===== src/rtl/gc_conf_defs.sv =====
// Shared definitions for the Global Controller configuration loader:
// component select codes, FSM state encoding and the request one-hot helper.
package gc_conf_defs;

    localparam int NUM_COMP     = 6;
    localparam int SELECT_WIDTH = 3;

    // Select codes of the conf_ack multiplexer, in configuration order.
    localparam logic [SELECT_WIDTH-1:0] CS_IDLE    = 3'd0;
    localparam logic [SELECT_WIDTH-1:0] CS_CLKGEN  = 3'd1;
    localparam logic [SELECT_WIDTH-1:0] CS_INIT    = 3'd2;
    localparam logic [SELECT_WIDTH-1:0] CS_STRIDE  = 3'd3;
    localparam logic [SELECT_WIDTH-1:0] CS_MINMAX  = 3'd4;
    localparam logic [SELECT_WIDTH-1:0] CS_CTRLGEN = 3'd5;
    localparam logic [SELECT_WIDTH-1:0] CS_REINIT  = 3'd6;

    typedef enum logic [2:0] {
        ST_IDLE = 3'd0,
        ST_REQ  = 3'd1,
        ST_WAIT = 3'd2,
        ST_NEXT = 3'd3,
        ST_DONE = 3'd4,
        ST_ERR  = 3'd5
    } state_t;

    function automatic logic [NUM_COMP-1:0] comp_onehot(input logic [SELECT_WIDTH-1:0] code);
        comp_onehot = '0;
        if (code != CS_IDLE) begin
            comp_onehot = NUM_COMP'(1) << (code - 3'd1);
        end
    endfunction

endpackage


===== src/rtl/gc_conf_loader_fsm_if.sv =====
// Control/handshake bundle between the configuration loader and its environment.
interface gc_conf_loader_fsm_if #(
    parameter int SELECT_WIDTH = gc_conf_defs::SELECT_WIDTH,
    parameter int NUM_COMP     = gc_conf_defs::NUM_COMP
);
    logic                    start;
    logic                    abort;
    logic [NUM_COMP-1:0]     comp_mask;
    logic                    conf_ack;
    logic [SELECT_WIDTH-1:0] conf_sel;
    logic [NUM_COMP-1:0]     conf_req;
    logic                    busy;
    logic                    done;
    logic                    error;
    logic [SELECT_WIDTH-1:0] err_comp;

    modport master (
        output start, abort, comp_mask, conf_ack,
        input  conf_sel, conf_req, busy, done, error, err_comp
    );

    modport slave (
        input  start, abort, comp_mask, conf_ack,
        output conf_sel, conf_req, busy, done, error, err_comp
    );
endinterface


===== src/rtl/gc_next_comp_finder.sv =====
// Priority encoder: code (bit index + 1) of the lowest set mask bit at or above
// bit position from_idx, i.e. strictly after component code from_idx.
module gc_next_comp_finder #(
    parameter int NUM_COMP     = gc_conf_defs::NUM_COMP,
    parameter int SELECT_WIDTH = gc_conf_defs::SELECT_WIDTH
) (
    input  logic [NUM_COMP-1:0]     mask,
    input  logic [SELECT_WIDTH-1:0] from_idx,
    output logic [SELECT_WIDTH-1:0] next_idx,
    output logic                    found
);
    always_comb begin
        next_idx = '0;
        found    = 1'b0;
        for (int i = NUM_COMP - 1; i >= 0; i--) begin
            if (mask[i] && (i >= int'(from_idx))) begin
                next_idx = SELECT_WIDTH'(i + 1);
                found    = 1'b1;
            end
        end
    end
endmodule


===== src/rtl/gc_conf_loader_fsm.sv =====
// Configuration loader sequencer: walks the enabled components in fixed order,
// pulsing a request, selecting the ack mux and waiting for ack with a timeout.
module gc_conf_loader_fsm #(
    parameter int SELECT_WIDTH = gc_conf_defs::SELECT_WIDTH,
    parameter int NUM_COMP     = gc_conf_defs::NUM_COMP,
    parameter int TIMER_WIDTH  = 8,
    parameter int TIMEOUT      = 200
) (
    input  logic                 clk,
    input  logic                 reset,
    gc_conf_loader_fsm_if.slave  bus
);
    import gc_conf_defs::*;

    state_t                  state, state_nxt;
    logic [SELECT_WIDTH-1:0] idx, idx_nxt;
    logic [NUM_COMP-1:0]     mask, mask_nxt;
    logic [TIMER_WIDTH-1:0]  timer, timer_nxt;
    logic [SELECT_WIDTH-1:0] fin_from, fin_idx;
    logic [NUM_COMP-1:0]     fin_mask;
    logic                    fin_found;
    logic                    timed_out;
    logic [SELECT_WIDTH-1:0] conf_sel_nxt, err_comp_nxt;
    logic [NUM_COMP-1:0]     conf_req_nxt;

    // From IDLE/ERR search the incoming mask from the bottom; from NEXT search
    // the latched mask above the component just finished.
    assign fin_mask  = (state == ST_NEXT) ? mask : bus.comp_mask;
    assign fin_from  = (state == ST_NEXT) ? idx  : '0;
    assign timed_out = (timer == TIMER_WIDTH'(TIMEOUT - 1));

    gc_next_comp_finder #(
        .NUM_COMP     (NUM_COMP),
        .SELECT_WIDTH (SELECT_WIDTH)
    ) u_finder (
        .mask     (fin_mask),
        .from_idx (fin_from),
        .next_idx (fin_idx),
        .found    (fin_found)
    );

    always_comb begin
        state_nxt = state;
        idx_nxt   = idx;
        mask_nxt  = mask;
        timer_nxt = timer;

        case (state)
            ST_IDLE, ST_ERR: begin
                if (bus.start) begin
                    mask_nxt = bus.comp_mask;
                    if (fin_found) begin
                        idx_nxt   = fin_idx;
                        state_nxt = ST_REQ;
                    end else begin
                        state_nxt = ST_DONE;
                    end
                end
            end
            ST_REQ: begin
                state_nxt = ST_WAIT;
            end
            ST_WAIT: begin
                timer_nxt = timer + 1'b1;
                // Ack is checked first so a coincident ack beats the timeout.
                if (bus.conf_ack) begin
                    state_nxt = ST_NEXT;
                end else if (timed_out) begin
                    state_nxt = ST_ERR;
                end
            end
            ST_NEXT: begin
                mask_nxt = mask & ~comp_onehot(idx);
                if (fin_found) begin
                    idx_nxt   = fin_idx;
                    state_nxt = ST_REQ;
                end else begin
                    state_nxt = ST_DONE;
                end
            end
            ST_DONE: begin
                state_nxt = ST_IDLE;
            end
            default: begin
                state_nxt = ST_IDLE;
            end
        endcase

        if (state_nxt == ST_REQ) begin
            timer_nxt = '0;
        end

        if (bus.abort) begin
            state_nxt = ST_IDLE;
            idx_nxt   = '0;
            mask_nxt  = '0;
            timer_nxt = '0;
        end

        // Outputs are registered, so they are derived from the next state.
        conf_sel_nxt = ((state_nxt == ST_REQ) || (state_nxt == ST_WAIT)) ? idx_nxt : CS_IDLE;
        conf_req_nxt = (state_nxt == ST_REQ) ? comp_onehot(idx_nxt) : '0;
        err_comp_nxt = '0;
        if (state_nxt == ST_ERR) begin
            err_comp_nxt = (state == ST_WAIT) ? idx : bus.err_comp;
        end
    end

    always_ff @(posedge clk) begin
        if (reset) begin
            state        <= ST_IDLE;
            idx          <= '0;
            mask         <= '0;
            timer        <= '0;
            bus.conf_sel <= '0;
            bus.conf_req <= '0;
            bus.busy     <= 1'b0;
            bus.done     <= 1'b0;
            bus.error    <= 1'b0;
            bus.err_comp <= '0;
        end else begin
            state        <= state_nxt;
            idx          <= idx_nxt;
            mask         <= mask_nxt;
            timer        <= timer_nxt;
            bus.conf_sel <= conf_sel_nxt;
            bus.conf_req <= conf_req_nxt;
            bus.busy     <= (state_nxt == ST_REQ) || (state_nxt == ST_WAIT) || (state_nxt == ST_NEXT);
            bus.done     <= (state_nxt == ST_DONE);
            bus.error    <= (state_nxt == ST_ERR);
            bus.err_comp <= err_comp_nxt;
        end
    end
endmodule


===== src/flat_wrapper.sv =====
// flat-port wrapper written by rule: the top's interface ports become plain ports
module gc_conf_loader_fsm_flat import gc_conf_defs::*;
#(
    parameter int SELECT_WIDTH = gc_conf_defs::SELECT_WIDTH,
    parameter int NUM_COMP     = gc_conf_defs::NUM_COMP,
    parameter int TIMER_WIDTH  = 8,
    parameter int TIMEOUT      = 200
)
  (clk, reset, bus_start, bus_abort, bus_comp_mask, bus_conf_ack, bus_conf_sel, bus_conf_req, bus_busy, bus_done, bus_error, bus_err_comp);
  gc_conf_loader_fsm_if #(.SELECT_WIDTH(SELECT_WIDTH), .NUM_COMP(NUM_COMP)) bus_i ();
  input  logic clk;
  input  logic reset;
  input wire logic [$bits(bus_i.start)-1:0] bus_start;
  input wire logic [$bits(bus_i.abort)-1:0] bus_abort;
  input wire logic [$bits(bus_i.comp_mask)-1:0] bus_comp_mask;
  input wire logic [$bits(bus_i.conf_ack)-1:0] bus_conf_ack;
  output wire logic [$bits(bus_i.conf_sel)-1:0] bus_conf_sel;
  output wire logic [$bits(bus_i.conf_req)-1:0] bus_conf_req;
  output wire logic [$bits(bus_i.busy)-1:0] bus_busy;
  output wire logic [$bits(bus_i.done)-1:0] bus_done;
  output wire logic [$bits(bus_i.error)-1:0] bus_error;
  output wire logic [$bits(bus_i.err_comp)-1:0] bus_err_comp;
  assign bus_i.start = bus_start;
  assign bus_i.abort = bus_abort;
  assign bus_i.comp_mask = bus_comp_mask;
  assign bus_i.conf_ack = bus_conf_ack;
  assign bus_conf_sel = bus_i.conf_sel;
  assign bus_conf_req = bus_i.conf_req;
  assign bus_busy = bus_i.busy;
  assign bus_done = bus_i.done;
  assign bus_error = bus_i.error;
  assign bus_err_comp = bus_i.err_comp;
  gc_conf_loader_fsm #(.SELECT_WIDTH(SELECT_WIDTH), .NUM_COMP(NUM_COMP), .TIMER_WIDTH(TIMER_WIDTH), .TIMEOUT(TIMEOUT)) u_core (.clk(clk), .reset(reset), .bus(bus_i));
endmodule

===== config.mk =====
export PLATFORM = sky130hd
export DESIGN_NAME = gc_conf_loader_fsm_flat
export DESIGN_NICKNAME = d
export VERILOG_FILES = /design/src/rtl/gc_conf_defs.sv /design/src/rtl/gc_conf_loader_fsm_if.sv /design/src/rtl/gc_next_comp_finder.sv /design/src/rtl/gc_conf_loader_fsm.sv /design/src/flat_wrapper.sv
export SDC_FILE = /design/constraint.sdc
export NUM_CORES = 1
export LEC_CHECK = 0
export CAP_MARGIN = 30
export CELL_PAD_IN_SITES_DETAIL_PLACEMENT = 1
export CELL_PAD_IN_SITES_GLOBAL_PLACEMENT = 1
export CORE_AREA = 3 3 79 73
export DETAILED_ROUTE_END_ITERATION = 7
export DIE_AREA = 0 0 82 76
export HOLD_SLACK_MARGIN = 0.02
export PLACE_DENSITY = 0.72
export RECOVER_POWER = 100
export SLEW_MARGIN = 15
export SYNTH_ARGS = -nofsm -noshare
export SYNTH_HDL_FRONTEND = slang
export SYNTH_HIERARCHICAL = 1
export SYNTH_SLANG_ARGS = --single-unit

===== constraint.sdc =====
create_clock -name clk -period 3.9 [get_ports clk]
set_clock_uncertainty 0.2 [all_clocks]
set_input_delay 0.39 -clock clk [delete_from_list [all_inputs] [get_ports clk]]
set_output_delay 0.39 -clock clk [all_outputs]
set_load 0.01 [all_outputs]

==> impl_metrics.csv <==
group,metric,value,unit
outcome,outcome,"complete, no violations",
power_and_ir_drop,power_density,309,nW/um2
yosys,ys_ff_latch,35,
min_path,holdPathStages,2,
final_layout,design_area,2260,um2
worst_setup_path,cp.required,3.91,ns
detailed_routing,wl,4790,um
final_layout,layout.nets,261,
floorplanning,dieHeight,76,um
clock_tree,path_clk_slew,0.07,ns
detailed_routing,drt_pass1_iterations,4,
place,port_buffers,25,
timing,finalCritPeriodShare,0.912,
floorplanning,core-area,4920,um2
floorplanning,ioPinCount,26,
clock_tree,cts.sinks,35,
worst_setup_path,crit_path_start_kind,"flip-flop",
timing,fin_ws,0.344,ns
worst_setup_path,cp_slowest_stage_delay,0.42,ns
worst_setup_path,reg2reg_depth,16,
place,gp_congestion,0.971,
global_route,grt.overflow.total,0,
clock_tree,cts_buffers,5,
yosys,synthCells,208,
worst_setup_path,cp_slowest_cell,"dfxtp_1",
clock_tree,cts_buffer_depth,2,
timing,tns,0,ns
detailed_routing,drt_iter0_markers,64,
timing,tightest_slew,0.981,ns
yosys,yosysTopAreaCell,"dfxtp_1",
clock_tree,cts_max_level,2,
timing,slew_viol_final,0,
place,dp_cells,301,
yosys,syn-num-nets,225,
floorplanning,start_util,0.371,
timing,relSlewSlack,0.339,
detailed_routing,vias_per_cell,5.23,
timing,hold_violations,0,
final_layout,final_cell_mix,"35 x dfxtp_1, 23 x nor2_1, 17 x dlygate4sd3_1",
timing,max_clock_freq,0.281,GHz
yosys,synth_area,1830,um2
global_route,antenna_found_initial,0,
worst_setup_path,path_max_fanout,7,
worst_setup_path,path_delay_family,"simple AND/OR/NAND/NOR gates",
yosys,async_flop_share,0,
place,placed_cell_area,2190,um2
worst_setup_path,timing.rr.end,"u_core/bus.conf_req[4]",
global_route,grt_pass1_wl,7920,um
yosys,yosys.cell_types.count,53,
floorplanning,fp.dieW,82,um
clock_tree,cts_tree,"built",
timing,fin_crit,3.56,ns
final_layout,n_antenna_cell,0,
global_route,grt_max_degree,17,
final_layout,final_cells,308,
yosys,synth.area.top_cells,"dfxtp_1 38%, nor2_1 4.9%, ha_1 4.1%",
power_and_ir_drop,leakage,0.903,nW
power_and_ir_drop,ir_worst_vdd,162,uV
final_layout,final_common_cell,"dfxtp_1",
yosys,synth_warnings,6,
flow_run,cap_violations,0,
worst_setup_path,r2r_slack,0.34,ns
place,dp_slack,0.231,ns
timing,setup_viol,0,
min_path,hold_class,"reg -> reg",
place,dp_hpwl,3570,um
yosys,synth_ff_type,"dfxtp_1",
clock_tree,clk-insertion-delay-late,0.28,ns
detailed_routing,antenna_left,0,
yosys,ys_seq_area_frac,0.383,
yosys,syn_area_per_cell,8.79,um2
floorplanning,die_area,6230,um2
detailed_routing,vias,1612,
worst_setup_path,critical_path_class,"reg -> reg",
detailed_routing,drcViolationCount,0,
final_layout,drive_above_1_share,0.119,
detailed_routing,post_drt_wl_per_cell,15.6,um
worst_setup_path,r2r-start,"u_core/state[2]",
yosys,synth-edff-count,0,
worst_setup_path,crit_path_cell_trace,"nand3b_1 > clkbuf_1 > mux2_2 > nor2b_1 > o21bai_1 > a21o_2 > nand2_1 > inv_1 > a31oi_4 > mux2i_1 > or2_4 > ha_1 > ha_1 > nor3_1 > nand2_1 > nor3_1",
floorplanning,num_rows,24,
worst_setup_path,end_kind,"flip-flop",
final_layout,syn2layout_area_growth,23.8,%
min_path,min_from,"u_core/mask[2]",
clock_tree,root_buffer,"clkbuf_8",
min_path,min_to,"u_core/mask[2]",
timing,grt_setup_unrepaired,"false",
clock_tree,cts_hold_buf,0,
worst_setup_path,crit_arrival,3.57,ns
worst_setup_path,path_buf_inv,2,
yosys,synth_top_area_frac,0.383,
global_route,grt_pass1_vias,1667,
global_route,track_usage,0.161,
==> area by class of cell <==
class	count	area (um2)
multi-input cells	158	1060
inverters	10	37.5
well taps	65	81.3
fillers	597	2660
clock buffers	5	68.8
repair buffers	34	310
flip-flops and latches	35	701
clock inverters	1	7.51
==> per-stage QoR <==
stage	hold slack, ns	power, W	util
2_1_floorplan	0.247	0.000430	-
3_3_place_gp	0.259	0.000460	0.445
3_5_place_dp	0.273	0.000461	0.445
4_1_cts	0.283	0.000710	0.461
5_1_grt	0.300	0.000733	0.459
6_report	0.276	0.000699	0.459
==> cell usage after synthesis, types with 2 or more instances <==
library cell and number:
nand4_1 2, and3_1 3, o21bai_1 2, nand3_1 8, nand2_1 14, nand2b_1 4
nor2b_1 6, nor4b_1 2, nor4_1 4, a21oi_1 10, mux2i_1 7, o22ai_1 2
and2_1 2, o21ai_0 7, or2_1 2, inv_1 10, ha_1 6, a31oi_1 5
dfxtp_1 35, nor3_1 6, nor3_2 2, a22o_1 2, clkbuf_1 3, nor2_1 24
xor2_1 7, mux2_2 6
==> worst max-delay path by stage <==
stage | from | endpoint | slack (ns) | depth (start not counted)
2_1_floorplan | u_core/state[2] | u_core/bus.conf_req[4] | 0.15 | 16
6_report | u_core/state[2] | u_core/bus.conf_req[4] | 0.34 | 16
3_5_place_dp | bus_comp_mask[4] | u_core/bus.conf_req[4] | 0.23 | 15
3_3_place_gp | bus_comp_mask[4] | u_core/bus.conf_req[4] | 0.30 | 15
5_1_grt | u_core/state[1] | u_core/bus.conf_req[3] | 0.06 | 17
4_1_cts | u_core/state[1] | u_core/bus.conf_req[3] | 0.22 | 15
==> power by group <==
| part | internal [W] | switching (W) |
|---|---|---|
| logic | 0.0000368 | 0.0000486 |
| clock network | 0.000119 | 0.000129 |
| registers | 0.000362 | 0.00000372 |
==> registers in the layout, indices dropped and copies added (netlist names) <==
register / flops
u_core/timer: 8
u_core/bus.conf_req: 6
u_core/mask: 6
u_core/bus.conf_sel: 3
u_core/bus.err_comp: 3
u_core/idx: 3
u_core/state: 3
u_core/bus.busy: 1
u_core/bus.done: 1
u_core/bus.error: 1
==> repair_timing <==
action	in CTS	in global routing
resized for setup	0	1
buffers inserted	0	1
endpoints found under the setup margin	0	4
endpoints found under the hold margin	0	0
==> logic make-up after synthesis <==
kind of cell               share of synthesized area
and+or+nand+nor                                0.278
AOI/OAI and AO/OA                              0.149
DFF                                            0.383
buffers and inverters                         0.0356
muxes                                         0.0753
xor gates and xnor gates                      0.0383
adders and majority gates                     0.0411
==> routing by layer <==
metal  vias to the layer above  global-route usage  routed length (um)
li1                        808                   -                   -
met1                       773               0.236                2430
met2                        26               0.234                2140
met3                         5              0.0366                 171
met4                         0              0.0449                  43
met5                         -                   0                   0
==> tightest hold or removal path: cells and delay by family (launching register included) <==
family,cells,cell delay [ns]
flip-flops,1,0.31
AO/OA/AOI/OAI,2,0.13
Note: power is estimated with default switching activity, not from simulation.
